`config.mk`:
```
export PLATFORM = sky130hd
export DESIGN_NAME = bcd_digit_dec
export DESIGN_NICKNAME = d
export VERILOG_FILES = /design/src/rtl/round_countdown_timer_pkg.sv /design/src/rtl/bcd_digit_dec.sv
export SDC_FILE = /design/constraint.sdc
export NUM_CORES = 1
export LEC_CHECK = 0
export CORE_AREA = 3 3 40 42
export DETAILED_ROUTE_END_ITERATION = 16
export DIE_AREA = 0 0 43 45
export DONT_BUFFER_PORTS = 1
export SLEW_MARGIN = 20
export SYNTH_ARGS = -nofsm -noshare
export SYNTH_HDL_FRONTEND = slang
export SYNTH_SLANG_ARGS = --single-unit
```
`constraint.sdc`:
```
create_clock -name vclk -period 1.4
set_clock_uncertainty 0.05 [all_clocks]
set_input_delay 0.14 -clock vclk [all_inputs]
set_output_delay 0.14 -clock vclk [all_outputs]
set_load 0.02 [all_outputs]
```
`src/rtl/round_countdown_timer_pkg.sv`:
```
// Shared types and helpers for the round countdown timer: FSM state, BCD digit type and
// digit clamping/conversion functions.
package round_countdown_timer_pkg;

    typedef enum logic [1:0] {
        StIdle    = 2'd0,
        StRun     = 2'd1,
        StPause   = 2'd2,
        StExpired = 2'd3
    } state_e;

    typedef logic [3:0] bcd_t;

    localparam bcd_t BCD_MAX = 4'd9;

    function automatic bcd_t clamp_bcd(input logic [3:0] d);
        return (d > BCD_MAX) ? BCD_MAX : d;
    endfunction

    function automatic logic [6:0] bcd_to_bin(input bcd_t tens, input bcd_t ones);
        return 7'(tens) * 7'd10 + 7'(ones);
    endfunction

endpackage

```
`src/rtl/bcd_digit_dec.sv`:
```
// Single BCD digit decrementer; chained through borrow to build a multi-digit down counter.
module bcd_digit_dec
    import round_countdown_timer_pkg::*;
(
    input  bcd_t digit_in,
    input  logic borrow_in,
    output bcd_t digit_out,
    output logic borrow_out
);

    always_comb begin
        digit_out  = digit_in;
        borrow_out = 1'b0;
        if (borrow_in) begin
            if (digit_in == 4'd0) begin
                digit_out  = BCD_MAX;
                borrow_out = 1'b1;
            end else begin
                digit_out = digit_in - 4'd1;
            end
        end
    end

endmodule

```
==> flow_summary.rst, run 1 <==
.. list-table::
   :header-rows: 1

   * - Metric
     - Value
   * - Net switching power
     - 20.30 µW
   * - Hold path startpoint
     - borrow_in
   * - Part of the power in registers
     - 0%
   * - Peak supply drop
     - 0.06415 mV
   * - Wire length of the first global-routing pass
     - 248 µm
   * - Number of flip-flops and latches
     - 0
   * - Fill cells
     - 144
   * - Cts repair resizes
     - 0
   * - Combined area of the multi-input logic cells
     - 78.83 µm²
   * - Number of hold-repair buffers added at the cts stage
     - 0
   * - Synth area leader
     - sky130_fd_sc_hd__xor2_1
   * - Gp weighted congestion
     - 0.4908
   * - Finished Layout Cells
     - 27
   * - Die span in x
     - 43 µm
   * - FF/Latch Area
     - 0 µm²
   * - Final sum of negative setup slack
     - 0 ns
   * - CP Data Required Time
     - 1.21 ns
   * - Setup violations, final
     - 0
   * - Number of buffers added on ports
     - 0
   * - Number of ports placed on the die boundary
     - 10
   * - Number of slew-limit violations in the final report
     - 0
   * - Number of antenna-violating nets in the routed design
     - 0
   * - Post-synthesis sequential area ratio
     - 0%
   * - Critical-path cell list
     - nand2b_4 -> or4b_1 -> nand2_1
   * - Count of clock-net buffers in the final layout
     - 0
   * - Path class of the lowest-slack min-delay path
     - primary input to output port
   * - Net count reported at finish
     - 19
   * - Crit. End Element
     - output port
   * - Status
     - completed
   * - Fraction of layout instances using a drive strength above 1
     - 25.00%
   * - CP max stage delay
     - 0.46 ns
   * - Final worst path period need
     - 1.120 ns
   * - Vias in the first global route
     - 72
   * - Layout overhead on the synthesized area
     - 33.33%
   * - Measured slew at the worst slew-check pin
     - 0.4389 ns
   * - Part of the power in the clock network
     - 0%
   * - Mapped Nets
     - 16
   * - Rows
     - 13
   * - Static leakage
     - 0.04087 nW
   * - Average wire per standard cell
     - 7.000 µm
   * - Post-synth top area share
     - 22.22%
   * - Placed instance count
     - 27
   * - Via count of the routed design
     - 79
   * - Number of max-cap violations
     - 0
   * - First drt pass iteration count
     - 2
   * - Internal power
     - 9.850 µW
   * - Cell with the largest stage delay on the worst path
     - sky130_fd_sc_hd__or4b_1
   * - Wirelength, routed
     - 189 µm
   * - Area inside the core boundary
     - 0.001285 mm²
   * - RSZ-0062 raised after global routing
     - false
   * - Leading cell types by count after synthesis
     - sky130_fd_sc_hd__nor3_1 (2), sky130_fd_sc_hd__xor2_1 (2)
   * - Crit path from
     - digit_in[0]
   * - Initial antenna violation count
     - 0
   * - Postcts setup bufs
     - 0
   * - Logic gate share of total power
     - 100.0%
   * - Max_slew headroom
     - 70.64%
   * - Gate count of the mapped netlist
     - 11
   * - Total congestion overflow
     - 0
   * - Starting utilization of the core area
     - 6.134%
   * - Total die area
     - 0.001935 mm²
   * - Depth of the worst hold-timing path
     - 1
   * - Synthesized cell area
     - 78.83 µm²
   * - Maximum number of pins on one net before global-route repair
     - 7
   * - Fmax
     - 0.8930 GHz
   * - Detailed Place HPWL
     - 173 µm
   * - Average instance area after synthesis
     - 7.166 µm²
   * - Power Density
     - 286.9 mW/mm²
   * - Launching element type of the critical path
     - primary input
   * - Dominant cells by area after synthesis
     - sky130_fd_sc_hd__xor2_1 (22%), sky130_fd_sc_hd__nand2b_4 (17%), sky130_fd_sc_hd__nor3_1 (13%), sky130_fd_sc_hd__or4b_1 (13%), sky130_fd_sc_hd__a21o_2 (11%)
   * - YS warnings
     - 0
   * - Combined global-route utilization of all metal layers
     - 1.658%
   * - Type of the setup path with the least slack
     - primary input to output port
   * - Number of remaining DRC errors
     - 0
   * - Diode insertion count for antenna repair
     - 0
   * - Cell area after placement
     - 105.1 µm²
   * - Number of DRC markers in iteration 0
     - 1
   * - Maximum fanout along the worst path
     - 6
   * - Period utilization
     - 79.99%
   * - Switching portion of total power
     - 67.34%
   * - Final standard cell area without fillers
     - 105.1 µm²
   * - DIE HEIGHT
     - 45 µm
   * - Distinct cells, synth
     - 9
   * - Endpoints failing hold
     - 0
   * - Detail-routed via count per cell
     - 2.926
   * - Critical path arrival
     - 0.93 ns
per-stage QoR:
step                      power [mW]  hold WS (ns)  worst slack (ns)  util, %
after floorplan              0.02766        0.3124            0.3005        -
after global placement       0.03070        0.3609            0.2833    8.179
after detailed placement     0.03055        0.3583            0.2742    8.179
after CTS                    0.03070        0.3600            0.2734    8.179
after global routing         0.03249        0.3615            0.2345    8.179
final                        0.03015        0.3592            0.2802    8.179
power groups by stage:
stage,clock [mW],sequential (mW),combinational [mW]
floorplan,0,0,0.0277
global placement,0,0,0.0307
detailed placement,0,0,0.0306
CTS,0,0,0.0307
global route,0,0,0.0325
finish,0,0,0.0302
worst max-delay path: cells and delay by family:
family / cells / cell delay [ns]
and+or+nand+nor: 3 / 0.79
path summary, 6_finish.rpt:
kind / slack [ns] / endpoint
hold / removal: 0.36 / digit_out[0]
setup / recovery: 0.28 / digit_out[2]
placed cells by master (no fill, tap or decap):
cell type                  Yosys  routed
sky130_fd_sc_hd__o21ai_0       1       1
sky130_fd_sc_hd__or4b_1        1       1
sky130_fd_sc_hd__buf_4         0       1
sky130_fd_sc_hd__xor2_1        2       2
sky130_fd_sc_hd__a21o_2        1       1
sky130_fd_sc_hd__nor4_1        1       1
sky130_fd_sc_hd__nor2_1        1       1
sky130_fd_sc_hd__nand2_1       1       1
sky130_fd_sc_hd__nand2b_4      1       1
sky130_fd_sc_hd__nor3_1        2       2
logic make-up after synthesis:
| kind of cell | synth area share, % |
|---|---|
| AO/OA/AOI/OAI | 17.46 |
| XOR/XNOR | 22.23 |
| AND/OR/NAND/NOR | 60.31 |
per-layer routing:
layer	part of all wire (%)	GRT usage, %	wire, µm	vias up
li1	-	-	-	43
met1	38	2.619	72	25
met2	20	1.796	38	11
met3	42	1.195	79	0
met4	0	0	0	0
met5	0	0	0	-
layout make-up:
class	instances	share of cell area [%]
tap	15	17.86
timing repair buffer	1	7.143
multi-input combinational	11	75.00
No activity file was read; power rests on OpenSTA's default activity.
==> run 2: changes to the inputs <==
==> constraint.sdc (replaced) <==
create_clock -name vclk -period 1
set_clock_uncertainty 0.05 [all_clocks]
set_input_delay 0.1 -clock vclk [all_inputs]
set_output_delay 0.1 -clock vclk [all_outputs]
set_load 0.02 [all_outputs]
==> run 2 against run 1 <==
Final area grew 31%. Via count grew 25%. Highest routed layer unchanged. Setup slack lost 0.28 ns. First-iteration DRC count shrank 100%. Cell count grew 7.4%. Combinational power grew 77%. Total power grew 78%. Hold slack lost 0.080 ns.
==> flow_summary.rst, run 2 (synthesized netlist as in run 1, its figures left out) <==
.. list-table::
   :header-rows: 1

   * - Metric
     - Value
   * - Total congestion overflow
     - 0
   * - Diode insertion count for antenna repair
     - 0
   * - FF/Latch Area
     - 0 µm²
   * - DIE HEIGHT
     - 45 µm
   * - Wirelength, routed
     - 216 µm
   * - Power Density
     - 389.6 mW/mm²
   * - Fraction of layout instances using a drive strength above 1
     - 57.14%
   * - Starting utilization of the core area
     - 6.134%
   * - Cell class contributing the biggest share of worst-path delay
     - simple AND/OR/NAND/NOR gates
   * - Core occupancy in the finished layout
     - 10.71%
   * - Path class of the lowest-slack min-delay path
     - primary input to output port
   * - Gp weighted congestion
     - 0.5302
   * - CP max stage delay
     - 0.50 ns
   * - Number of hold-repair buffers added at the cts stage
     - 0
   * - Endpoints failing hold
     - 0
   * - WP buf/inv
     - 0
   * - Setup violations, final
     - 0
   * - Maximum fanout along the worst path
     - 6
   * - Die span in x
     - 43 µm
   * - CP Data Required Time
     - 0.85 ns
   * - Post-layout power
     - 53.61 µW
   * - Average wire per standard cell
     - 7.448 µm
   * - Layout overhead on the synthesized area
     - 74.60%
   * - Maximum number of pins on one net before global-route repair
     - 7
   * - Status
     - completed
   * - Finished Layout Cells
     - 29
   * - Number of flip-flops and latches
     - 0
   * - Critical-path cell list
     - nand2b_4 -> or4b_4 -> nand2_4
   * - Most frequent cells in the layout
     - sky130_fd_sc_hd__buf_4 (3), sky130_fd_sc_hd__nor3_1 (2), sky130_fd_sc_hd__xor2_1 (2)
   * - Critical path arrival
     - 0.85 ns
   * - Net count reported at finish
     - 21
   * - Number of buffers added on ports
     - 0
   * - Cell with the largest stage delay on the worst path
     - sky130_fd_sc_hd__or4b_4
   * - Peak supply drop
     - 0.04591 mV
   * - Wire length of the first global-routing pass
     - 379 µm
   * - Static leakage
     - 0.05327 nW
   * - Number of antenna-violating nets in the routed design
     - 0
   * - Rows
     - 13
   * - Number of max-cap violations
     - 0
   * - Total die area
     - 0.001935 mm²
   * - Number of ports placed on the die boundary
     - 10
   * - Area inside the core boundary
     - 0.001285 mm²
   * - RSZ-0062 raised after global routing
     - true
   * - Final worst path period need
     - 0.9992 ns
   * - Type of the setup path with the least slack
     - primary input to output port
   * - Most common cell after layout, fill and taps aside
     - sky130_fd_sc_hd__buf_4
   * - Vias in the first global route
     - 93
   * - Crit. End Element
     - output port
   * - Number of DRC markers in iteration 0
     - 0
   * - Count of clock-net buffers in the final layout
     - 0
   * - Measured slew at the worst slew-check pin
     - 0.4394 ns
   * - Postcts setup bufs
     - 0
   * - Number of remaining DRC errors
     - 0
   * - Initial antenna violation count
     - 0
   * - Period utilization
     - 99.92%
   * - Launching element type of the critical path
     - primary input
   * - Combined global-route utilization of all metal layers
     - 2.322%
   * - Placed instance count
     - 29
   * - Fmax
     - 1.001 GHz
   * - Final hold slack
     - 0.2794 ns
   * - Via count of the routed design
     - 99
   * - Number of slew-limit violations in the final report
     - 0
   * - Max_slew headroom
     - 70.61%
   * - Final sum of negative setup slack
     - 0 ns
   * - First drt pass iteration count
     - 1
   * - Detail-routed via count per cell
     - 3.414
run 2: cell type report:
class,count,area (µm²)
repair buffers,3,22.52
well taps,15,18.77
fillers,150,1147
multi-input cells,11,96.34
run 2: layer usage:
| layer | vias up | global-route usage [%] | wire length [µm] |
|---|---|---|---|
| met5 | - | 0 | 0 |
| met4 | 0 | 0 | 0 |
| met3 | 0 | 0 | 41 |
| met2 | 6 | 4.790 | 111 |
| met1 | 45 | 2.857 | 62 |
| li1 | 48 | - | - |
run 2: stage by stage:
stage	setup WS (ns)	cell area, µm²
2_1_floorplan	0.008016	87.58
3_3_place_gp	-0.001267	128.9
3_5_place_dp	-0.01148	128.9
4_1_cts	-0.001033	137.6
5_1_grt	-0.01694	137.6
6_report	0.0007931	137.6
run 2: timing repair:
action                     4_1_cts  5_1_grt
hold endpoints to repair         0        0
pin swaps                        1        0
setup endpoints to repair        1        1
resized for setup                2        0
run 2: worst paths after layout:
check	from	depth (start not counted)	endpoint
min	borrow_in	1	digit_out[0]
max	digit_in[0]	3	digit_out[2]
run 2: report_power, final:
part | leakage (nW) | internal (mW) | total, mW | switching [mW]
clock | 0 | 0 | 0 | 0
sequential | 0 | 0 | 0 | 0
combinational | 0.0533 | 0.0220 | 0.0536 | 0.0316
total | 0.0533 | 0.0220 | 0.0536 | 0.0316
